==> src/rtl/weighted_aging_pkg.sv <==
// Shared types and constants for the weighted aging arbiter.
package weighted_aging_pkg;

  typedef enum logic [1:0] {
    AGING       = 2'b00,
    WEIGHTED    = 2'b01,
    ROUND_ROBIN = 2'b10,
    RESERVED    = 2'b11
  } mode_t;

  typedef enum logic [1:0] {
    IDLE   = 2'd0,
    SELECT = 2'd1,
    GRANT  = 2'd2,
    UPDATE = 2'd3
  } state_t;

  // Queue index width; a two-queue arbiter still needs one bit.
  function automatic int idx_width(input int n);
    return (n <= 2) ? 1 : $clog2(n);
  endfunction

  // Counter value meaning "just served / never aged", distinct from 0.
  localparam int AGE_RESET = 1;

endpackage

==> src/rtl/weighted_aging_arbiter_if.sv <==
// Queue-status and grant handshake bundle between the queue FIFOs, the
// arbiter (master) and the memory-side dispatcher (slave).
interface weighted_aging_arbiter_if #(
  parameter int NUMBER_OF_QUEUES = 4,
  parameter int REGISTER_SIZE    = 32,
  parameter int WEIGHT_SIZE      = 8
);
  localparam int IW = weighted_aging_pkg::idx_width(NUMBER_OF_QUEUES);

  logic [NUMBER_OF_QUEUES-1:0]             empty;
  logic [NUMBER_OF_QUEUES*WEIGHT_SIZE-1:0] weights;
  logic [1:0]                              mode;
  logic                                    grant_valid;
  logic                                    grant_ready;
  logic [IW-1:0]                           selection;
  logic [REGISTER_SIZE-1:0]                selected_age;
  logic [NUMBER_OF_QUEUES-1:0]             saturated;

  modport master (
    input  empty, weights, mode, grant_ready,
    output grant_valid, selection, selected_age, saturated
  );

  modport slave (
    output empty, weights, mode, grant_ready,
    input  grant_valid, selection, selected_age, saturated
  );
endinterface

==> src/rtl/aging_max_select.sv <==
// Combinational pick: oldest non-empty queue with rotating tie-break, or
// first non-empty queue from the start index in round-robin mode.
module aging_max_select
  import weighted_aging_pkg::*;
#(
  parameter int NQ = 4,
  parameter int RS = 32,
  parameter int IW = idx_width(NQ)
) (
  input  logic [NQ-1:0][RS-1:0] age_i,
  input  logic [NQ-1:0]         empty_i,
  input  logic [IW-1:0]         start_i,
  input  logic                  rr_i,
  output logic [IW-1:0]         sel_o,
  output logic                  found_o
);

  int            pos;
  logic [IW-1:0] idx;
  logic [RS-1:0] best;

  // Scan from start_i with wrap; strict '>' keeps the first tied queue.
  always_comb begin
    sel_o   = '0;
    found_o = 1'b0;
    best    = '0;
    pos     = 0;
    idx     = '0;
    for (int k = 0; k < NQ; k++) begin
      pos = int'(start_i) + k;
      if (pos >= NQ) pos = pos - NQ;
      idx = IW'(pos);
      if (!empty_i[idx]) begin
        if (!found_o) begin
          found_o = 1'b1;
          sel_o   = idx;
          best    = age_i[idx];
        end else if (!rr_i && (age_i[idx] > best)) begin
          sel_o = idx;
          best  = age_i[idx];
        end
      end
    end
  end

endmodule

==> src/rtl/weighted_aging_arbiter.sv <==
// Aging scheduler: picks the oldest non-empty queue, holds the grant until
// the dispatcher accepts it (or the queue drains), then ages the others.
module weighted_aging_arbiter
  import weighted_aging_pkg::*;
#(
  parameter int NUMBER_OF_QUEUES = 4,
  parameter int REGISTER_SIZE    = 32,
  parameter int WEIGHT_SIZE      = 8
) (
  input logic clock,
  input logic reset,
  weighted_aging_arbiter_if.master bus
);

  localparam int NQ = NUMBER_OF_QUEUES;
  localparam int RS = REGISTER_SIZE;
  localparam int WS = WEIGHT_SIZE;
  localparam int IW = idx_width(NQ);
  localparam int SW = ((RS > WS) ? RS : WS) + 1;
  localparam logic [RS-1:0] AGE_MAX  = '1;
  localparam logic [RS-1:0] AGE_INIT = RS'(AGE_RESET);

  state_t                state_q, state_d;
  logic [NQ-1:0][RS-1:0] cnt_q, cnt_d;
  logic [NQ-1:0]         sat_q, sat_d;
  logic [IW-1:0]         sel_q, sel_d, last_q, last_d;
  logic [RS-1:0]         age_q, age_d;
  logic [IW-1:0]         start, pick;
  logic                  found;
  mode_t                 mode_s;

  // Add at a width that cannot overflow, then clamp to all-ones.
  function automatic logic [RS-1:0] sat_add(input logic [RS-1:0] a,
                                            input logic [WS-1:0] w);
    logic [SW-1:0] s;
    s = SW'(a) + SW'(w);
    return (s > SW'(AGE_MAX)) ? AGE_MAX : s[RS-1:0];
  endfunction

  assign mode_s = mode_t'(bus.mode);
  assign start  = (last_q == IW'(NQ - 1)) ? '0 : last_q + 1'b1;

  aging_max_select #(.NQ(NQ), .RS(RS), .IW(IW)) u_sel (
    .age_i   (cnt_q),
    .empty_i (bus.empty),
    .start_i (start),
    .rr_i    (mode_s == ROUND_ROBIN),
    .sel_o   (pick),
    .found_o (found)
  );

  // Next-state, grant capture and counter update.
  always_comb begin
    state_d = state_q;
    sel_d   = sel_q;
    age_d   = age_q;
    last_d  = last_q;
    cnt_d   = cnt_q;
    sat_d   = '0;
    unique case (state_q)
      IDLE: if (~&bus.empty) state_d = SELECT;
      SELECT: begin
        if (found) begin
          sel_d   = pick;
          age_d   = cnt_q[pick];
          state_d = GRANT;
        end else begin
          state_d = IDLE;
        end
      end
      GRANT: begin
        // Queue drained under us: withdraw, even if ready is also high.
        if (bus.empty[sel_q])     state_d = IDLE;
        else if (bus.grant_ready) state_d = UPDATE;
      end
      UPDATE: begin
        last_d = sel_q;
        for (int q = 0; q < NQ; q++) begin
          if (IW'(q) == sel_q) begin
            cnt_d[q] = AGE_INIT;
          end else if (!bus.empty[q]) begin
            cnt_d[q] = sat_add(cnt_q[q], (mode_s == WEIGHTED) ?
                               bus.weights[q*WS +: WS] : WS'(1));
          end
        end
        state_d = IDLE;
      end
      default: state_d = IDLE;
    endcase
    for (int q = 0; q < NQ; q++) sat_d[q] = (cnt_d[q] == AGE_MAX);
  end

  // State, counters and grant registers.
  always_ff @(posedge clock or posedge reset) begin
    if (reset) begin
      state_q <= IDLE;
      cnt_q   <= {NQ{AGE_INIT}};
      sat_q   <= '0;
      sel_q   <= '0;
      last_q  <= '0;
      age_q   <= '0;
    end else begin
      state_q <= state_d;
      cnt_q   <= cnt_d;
      sat_q   <= sat_d;
      sel_q   <= sel_d;
      last_q  <= last_d;
      age_q   <= age_d;
    end
  end

  assign bus.grant_valid  = (state_q == GRANT);
  assign bus.selection    = sel_q;
  assign bus.selected_age = age_q;
  assign bus.saturated    = sat_q;

endmodule

==> src/flat_wrapper.sv <==
// flat-port wrapper written by rule: the top's interface ports become plain ports
module weighted_aging_arbiter_flat import weighted_aging_pkg::*;
#(
  parameter int NUMBER_OF_QUEUES = 4,
  parameter int REGISTER_SIZE    = 32,
  parameter int WEIGHT_SIZE      = 8
)
  (clock, reset, bus_empty, bus_weights, bus_mode, bus_grant_ready, bus_grant_valid, bus_selection, bus_selected_age, bus_saturated);
  weighted_aging_arbiter_if #(.NUMBER_OF_QUEUES(NUMBER_OF_QUEUES), .REGISTER_SIZE(REGISTER_SIZE), .WEIGHT_SIZE(WEIGHT_SIZE)) bus_i ();
  input logic clock;
  input logic reset;
  input wire logic [$bits(bus_i.empty)-1:0] bus_empty;
  input wire logic [$bits(bus_i.weights)-1:0] bus_weights;
  input wire logic [$bits(bus_i.mode)-1:0] bus_mode;
  input wire logic [$bits(bus_i.grant_ready)-1:0] bus_grant_ready;
  output wire logic [$bits(bus_i.grant_valid)-1:0] bus_grant_valid;
  output wire logic [$bits(bus_i.selection)-1:0] bus_selection;
  output wire logic [$bits(bus_i.selected_age)-1:0] bus_selected_age;
  output wire logic [$bits(bus_i.saturated)-1:0] bus_saturated;
  assign bus_i.empty = bus_empty;
  assign bus_i.weights = bus_weights;
  assign bus_i.mode = bus_mode;
  assign bus_i.grant_ready = bus_grant_ready;
  assign bus_grant_valid = bus_i.grant_valid;
  assign bus_selection = bus_i.selection;
  assign bus_selected_age = bus_i.selected_age;
  assign bus_saturated = bus_i.saturated;
  weighted_aging_arbiter #(.NUMBER_OF_QUEUES(NUMBER_OF_QUEUES), .REGISTER_SIZE(REGISTER_SIZE), .WEIGHT_SIZE(WEIGHT_SIZE)) u_core (.clock(clock), .reset(reset), .bus(bus_i));
endmodule
==> config.mk <==
export PLATFORM = sky130hd
export DESIGN_NAME = weighted_aging_arbiter_flat
export DESIGN_NICKNAME = d
export VERILOG_FILES = /design/src/rtl/weighted_aging_pkg.sv /design/src/rtl/weighted_aging_arbiter_if.sv /design/src/rtl/aging_max_select.sv /design/src/rtl/weighted_aging_arbiter.sv /design/src/flat_wrapper.sv
export SDC_FILE = /design/constraint.sdc
export NUM_CORES = 1
export LEC_CHECK = 0
export CAP_MARGIN = 20
export CORE_ASPECT_RATIO = 1.1
export CORE_MARGIN = 1.5
export CORE_UTILIZATION = 60
export DETAILED_ROUTE_END_ITERATION = 12
export GPL_TIMING_DRIVEN = 0
export PLACE_DENSITY = 0.79
export RECOVER_POWER = 50
export SLEW_MARGIN = 20
export SYNTH_ARGS = -nofsm -noshare
export SYNTH_HDL_FRONTEND = slang
export SYNTH_SLANG_ARGS = --single-unit
==> constraint.sdc <==
create_clock -name clock -period 11.3 [get_ports clock]
set_input_delay 2.26 -clock clock [delete_from_list [all_inputs] [get_ports clock]]
set_output_delay 2.26 -clock clock [all_outputs]
set_load 0.005 [all_outputs]
### Word-level counts from Yosys, hierarchy flattened

Index checks and enable logic that the tools add are counted.

| cells by class | value |
|---|---|
| reductions and logical operators | 9 |
| magnitude comparators | 17 |
| muxes and demuxes | 68 |
| eq/ne operators | 15 |
| add/subtract/negate cells | 12 |

Operators by type and width:

| kind | count |
|---|---|
| 32-bit two-way mux | 24 |
| 32-bit binary-select mux with 2-bit select | 5 |
| 32-bit by 8-bit adder with 33-bit output | 4 |
| 33-bit by 32-bit > comparator with 1-bit output (second input constant) | 4 |
| 32-bit equality test (second input constant) | 4 |
| 128-bit two-way mux | 1 |
| 32-bit > comparator | 3 |
| 2-bit two-way mux | 19 |
| 8-bit two-way mux | 4 |
| 2-bit by 3-bit less-than comparator with 1-bit output (second input constant) | 6 |
| 1-bit binary-select mux with 2-bit select | 5 |
| 3-bit greater-or-equal comparator (second input constant) | 3 |
| 1-bit two-way mux | 9 |
| 2-bit equality test (second input constant) | 4 |
| 2-bit case mux with 4 select lines | 1 |
| 2-bit by 1-bit subtractor with 2-bit output (second input constant) | 4 |
| 2-bit by 2-bit adder with 3-bit output (second input constant) | 2 |
| 2-bit by 1-bit equality test with 1-bit output (second input constant) | 2 |
| 2-bit equality test (first input constant) | 2 |
| 2-bit logical NOT | 2 |
| 2-bit AND reduction | 2 |
| 4-bit AND reduction | 1 |
| 2-bit by 1-bit adder with 3-bit output (second input constant) | 1 |
| 2-bit by 3-bit greater-or-equal comparator with 1-bit output (second input constant) | 1 |
| 6 further kinds | 8 |

| word-level totals | value |
|---|---|
| flip-flop bits (word level) | 170 |
| bits of input ports | 41 |
| output and inout bits | 39 |
| logic and storage cells | 130 |

### Longest topological paths before layout

| logic depth | value |
|---|---|
| word-level depth | 24 |
| mapped depth | 41 |
| gate-level depth less buffers | 33 |

### Hierarchy

A second synthesis with hierarchy kept.

| unflattened totals | value |
|---|---|
| cells, all modules | 2,031 |
| area total of the unflattened synthesis | 18,124.9 µm² |

Modules (own cells, without submodules):

| module | area an instance (µm²) | cells each | instances | seq. area each (µm²) |
|---|---|---|---|---|
| weighted_aging_arbiter | 11,944.0 | 1,294 | 1 | 4,259.1 |
| aging_max_select | 6,180.9 | 737 | 1 | 0.0 |

### Worst setup path after synthesis

Ideal clock, no wire load.

| path | value |
|---|---|
| path type | input-to-reg |
| from | input bus_empty[3] |
| to | register u_core.age_q[10] (netlist: u_core.bus.selected_age[10]) |
| setup time | 126 ps |
| data required time | 11,174 ps |
| buffers on the path | 7 |
| stages on the path | 36 |
| setup slack | 828 ps |
| data arrival time | 10,346 ps |
| cells stage by stage | clkbuf_1 -> mux2i_1 -> mux2_2 -> clkbuf_1 -> buf_1 -> nand2_1 -> ha_1 -> a21oi_1 -> o21ai_0 -> a221o_1 -> or3_1 -> a21o_1 -> nor2_1 -> clkbuf_1 -> a22oi_1 -> ha_1 -> nand4_1 -> or4_1 -> o21bai_1 -> a21oi_1 -> o21a_1 -> clkbuf_1 -> clkbuf_1 -> nor2_1 -> a21oi_1 -> ha_1 -> nand4_1 -> or4_1 -> or4_1 -> a31oi_1 -> a221oi_1 -> a21boi_1 -> a211oi_4 -> buf_2 -> a211oi_1 -> a221o_1 |

| between the ends | value |
|---|---|
| longest elaborated chain between the ends | 20 |
| elaborated cells on any way between the ends | 38 |
| those cells by class | order compare: 3; mux: 31; reduce/logical: 4 |

Ends and longest elaborated chain:

| element | RTL line | text |
|---|---|---|
| start, declared | flat_wrapper.sv:12 | `input wire logic [$bits(bus_i.empty)-1:0] bus_empty;` |
| 1-bit binary-select mux with 2-bit select | aging_max_select.sv:33 | `if (!empty_i[idx]) begin` |
| 1-bit two-way mux (implied by the code) | aging_max_select.sv:33 |  |
| 32-bit two-way mux | aging_max_select.sv:33 |  |
| 32-bit > comparator | aging_max_select.sv:38 | `end else if (!rr_i && (age_i[idx] > best)) begin` |
| 1-bit logical AND | aging_max_select.sv:38 |  |
| 32-bit two-way mux | aging_max_select.sv:38 |  |
| 32-bit two-way mux | aging_max_select.sv:34 | `if (!found_o) begin` |
| 32-bit two-way mux | aging_max_select.sv:33 |  |
| (+4 left out) | - |  |
| 32-bit two-way mux | aging_max_select.sv:33 |  |
| 32-bit > comparator | aging_max_select.sv:38 |  |
| 1-bit logical AND | aging_max_select.sv:38 |  |
| 2-bit two-way mux | aging_max_select.sv:38 |  |
| 2-bit two-way mux | aging_max_select.sv:34 |  |
| 2-bit two-way mux | aging_max_select.sv:33 |  |
| 32-bit binary-select mux with 2-bit select | weighted_aging_arbiter.sv:65 | `age_d = cnt_q[pick];` |
| 32-bit two-way mux (implied by the code) | weighted_aging_arbiter.sv:65 |  |
| end signal, assigned | weighted_aging_arbiter.sv:108 | `age_q <= age_d;` |
| end, declared | weighted_aging_arbiter.sv:27 | `logic [RS-1:0] age_q, age_d;` |

Several ways; a longest one is shown, not always the timed one. The select of a mux whose other input is x is not followed.
A chain may end at the register's enable or synchronous reset.

### Worst setup path in the final report

| path | value |
|---|---|
| from | input bus_empty[3] |
| to | register u_core.age_q[29] (netlist: u_core.bus.selected_age[29]) |

The elaborated chain is that of the path after synthesis.

==> results.md <==
- R2R cell count: 37
- Tmin final: between 10000 and 15000 ps
- Final Hold Viols: 0
- Startpoint Class: primary input
- WL met2: 30.8 mm
- DRT met1 WL: 26.1 mm
- Pre-CTS WS: -2530 ps
- Clock buffer depth: 2
- Die Y: 183 um
- Int Power: 2.99 mW
- Failing checks: capacitance limit, slew limit
- CP required: 11630 ps
- Achievable Freq: 0.0904 GHz
- Average cell area after synthesis: roughly 8.6 um2
- Iter 0 DRT Violations: 2666
- Clk pwr share: 10.4%
- Slew margin rel.: -229%
- Post-synth cell types: 95
- Hold Path Class: flip-flop to flip-flop
- CP startpoint: bus_empty[3]
- Routed via count: 18850
- Layout cells sized above 1: 7.22%
- Reg2Reg Setup Slack: 470 ps
- Layout fillers: 2382
- Worst-Margin Slew: 4930 ps
- FP Rows: 65
- Pin count of the biggest net entering global routing: 93
- # hold bufs at CTS: 0
- Post-Route Setup TNS: 0 ps
- Routed length per instance: approximately 28 um
- DP HPWL: 57.7 mm
- Post-synth top flop: dfrtp_1
- Net Count, Synth: roughly 2200
- Switch Pwr: 3.44 mW
- Sequential share of power: between 10% and 20%
- Die footprint: 30600 um2
- Worst setup EP type: flip-flop
- Clk slew on worst S/H paths: 70 ps
- Area after DPL: 19000 um2
- P per Cell Area: 323 nW/um2
- Clk_lat worst skew: 460 ps
- Post-Route Utilization: between 60 and 70%
- Crit path depth: 37
- Clk root buf: clkbuf_16
- Post-Synthesis Cell Area: 17700 um2
- Top-area cell type share of the netlist area: roughly a quarter
- Max Transition Viols Final: 173
- Final #Nets: 2350
- Total gr overflow: 0
- CTS sink count: 170
- Routed wl met3: 9.92 mm
- Crit-path max cell delay: 620 ps
- Final GP Congestion: 1.08
- Area Overhead vs Synth: 12.1%
- Status: finished, violations left
- Total Power: 6.43 mW
- Worst path bufs/invs: 10
- Final Worst Setup Slack: 236 ps
- Worst path top cell family by delay: compound AO/OA/AOI/OAI gates
- Maximum vdd drop: 0.308 mV
- Sequential-to-total area share from yosys stat: 24.0%
- R2R Path Start: u_core.last_q[0]
- Fin crit share: 97.9%
- R2r endpoint: u_core.bus.selected_age[29]
- Remaining DRCs: 0
- Slowest cell on crit path: or4_1
- Cell area after layout: 19900 um2
- GRT Overall Usage: 47.2%
- #FFs+latches synth: 170
- Total Wirelength: 72.2 mm
- Max cap viols: 2
- Die X: 167 um
- H-tree levels: 4
- CTS tree: built
- Top routing layer used: met5
- Pre-antenna DRT Iters: 6
- Post-synth EDFFs: 0
- Starting Density: between 60% and 70%
- Setup-failing EPs final: 0
- Synth async-reset ratio: 100%
- Lkg Pwr: roughly 8.9 nW
- I/O Pins: 80
- WHS: 481 ps
- Clock Skews: 12.4 ps
- Most frequent cells after synthesis: mux2i_1, nand2_1, a21oi_1
- Sw Ratio: 53.5%
- Initial antenna violation count: 5
- Dpl cells: roughly 2500
- YS warnings: 0
- Routed vias/inst: 7.37
- Critical Path Fanout Max: 12
- Antenna diode count: 0
- Inserted Clock Buffers: 17
- Core ar.: 28900 um2
- Comb power frac: 74.8%
- End point of the critical path: u_core.bus.selected_age[29]
- Leading area contributor after synthesis: dfrtp_1
- I/O Buffers: 79
- Most frequent cell after synthesis: mux2i_1
- Arr. time, crit path: 11400 ps
- First-pass GRT wire length: 109 mm
- Antenna-violating nets left: 0
- Vias in the first global route: 18073
- Non-Filler Instances: 2557
- Cell count after synthesis: about 2100
- WS Path Type: primary input to flip-flop
- Top post-synthesis cells by area: dfrtp_1, mux2i_1, ha_1
==> registers in the layout, indices dropped and copies added, names as in the netlist <==
signal	count
u_core.state_q	2
u_core.bus.saturated	4
u_core.bus.selected_age	32
u_core.bus.selection	2
u_core.last_q	2
u_core.cnt_q	128
==> worst register-to-register path, delay by kind of cell, from the launching register on <==
kind                       cells  cell delay [ps]
and+or+nand+nor               10             3060
buffers and inverters          9             3000
AOI/OAI and AO/OA             10             1990
adders and majority gates      4             1240
muxes                          4              970
DFF                            1              430
==> cells in the final DEF, fill, tap and decap left out, types with 46 or more instances in the layout <==
cell and count:
mux2i_1 337, o21ai_0 96, nand3_1 54, a21oi_1 168, nand2_1 180, nand4_1 53, clkbuf_1 74, dfrtp_1 166
clkdlybuf4s50_1 60, and2_1 46, nor2_1 116, ha_1 129
==> power by group through the flow <==
stage | Clock (mW) | Combinational, mW | Sequential [mW]
after CTS | 0.671 | 4.60 | 0.910
after floorplan | 0 | 3.33 | 0.786
after global placement | 0 | 4.34 | 0.916
after detailed placement | 0 | 4.44 | 0.921
after global routing | 0.694 | 5.07 | 0.934
final | 0.672 | 4.81 | 0.948
==> cell type report <==
type / instances / area (um2) / area share (%)
clock inverters: 13 / 215 / 1.08
inverters: 43 / 164 / 0.824
multi-input cells: 1722 / 12900 / 64.6
clock buffers: 19 / 443 / 2.23
flip-flops and latches: 170 / 4260 / 21.4
repair buffers: 87 / 850 / 4.27
plain buffers: 135 / 649 / 3.26
well taps: 368 / 460 / 2.31
==> routing by layer <==
layer	up-vias	track usage (%)
met4	2	32.6
met2	1406	71.3
li1	8172	-
met5	-	0
met1	8936	56.8
met3	334	15.9
==> worst min path at each step <==
stage,start,endpoint,cells after the start
final,u_core.state_q[0],u_core.state_q[0],1
after global routing,u_core.state_q[0],u_core.state_q[0],1
after floorplan,u_core.state_q[0],u_core.state_q[0],1
after global placement,u_core.state_q[0],u_core.state_q[0],1
after detailed placement,u_core.state_q[0],u_core.state_q[0],1
after CTS,u_core.state_q[0],u_core.state_q[0],1
==> cells by family after synthesis <==
| group | count (synthesis) | synth area share, % |
|---|---|---|
| mux | 357 | 21.1 |
| xor+xnor | 22 | 1.09 |
| simple gates | 644 | 18.7 |
| flops | 170 | 24.0 |
| buf+inv | 179 | 4.28 |
| fa+ha+maj | 133 | 9.55 |
| compound gates | 566 | 21.2 |
==> what timing repair did <==
| item | in CTS | in global routing |
|---|---|---|
| buffers inserted | 3 | 4 |
| pin swaps | 2 | 6 |
| setup endpoints to repair | 34 | 33 |
| resized for setup | 41 | 16 |
Note: power is estimated with default switching activity, not from simulation.
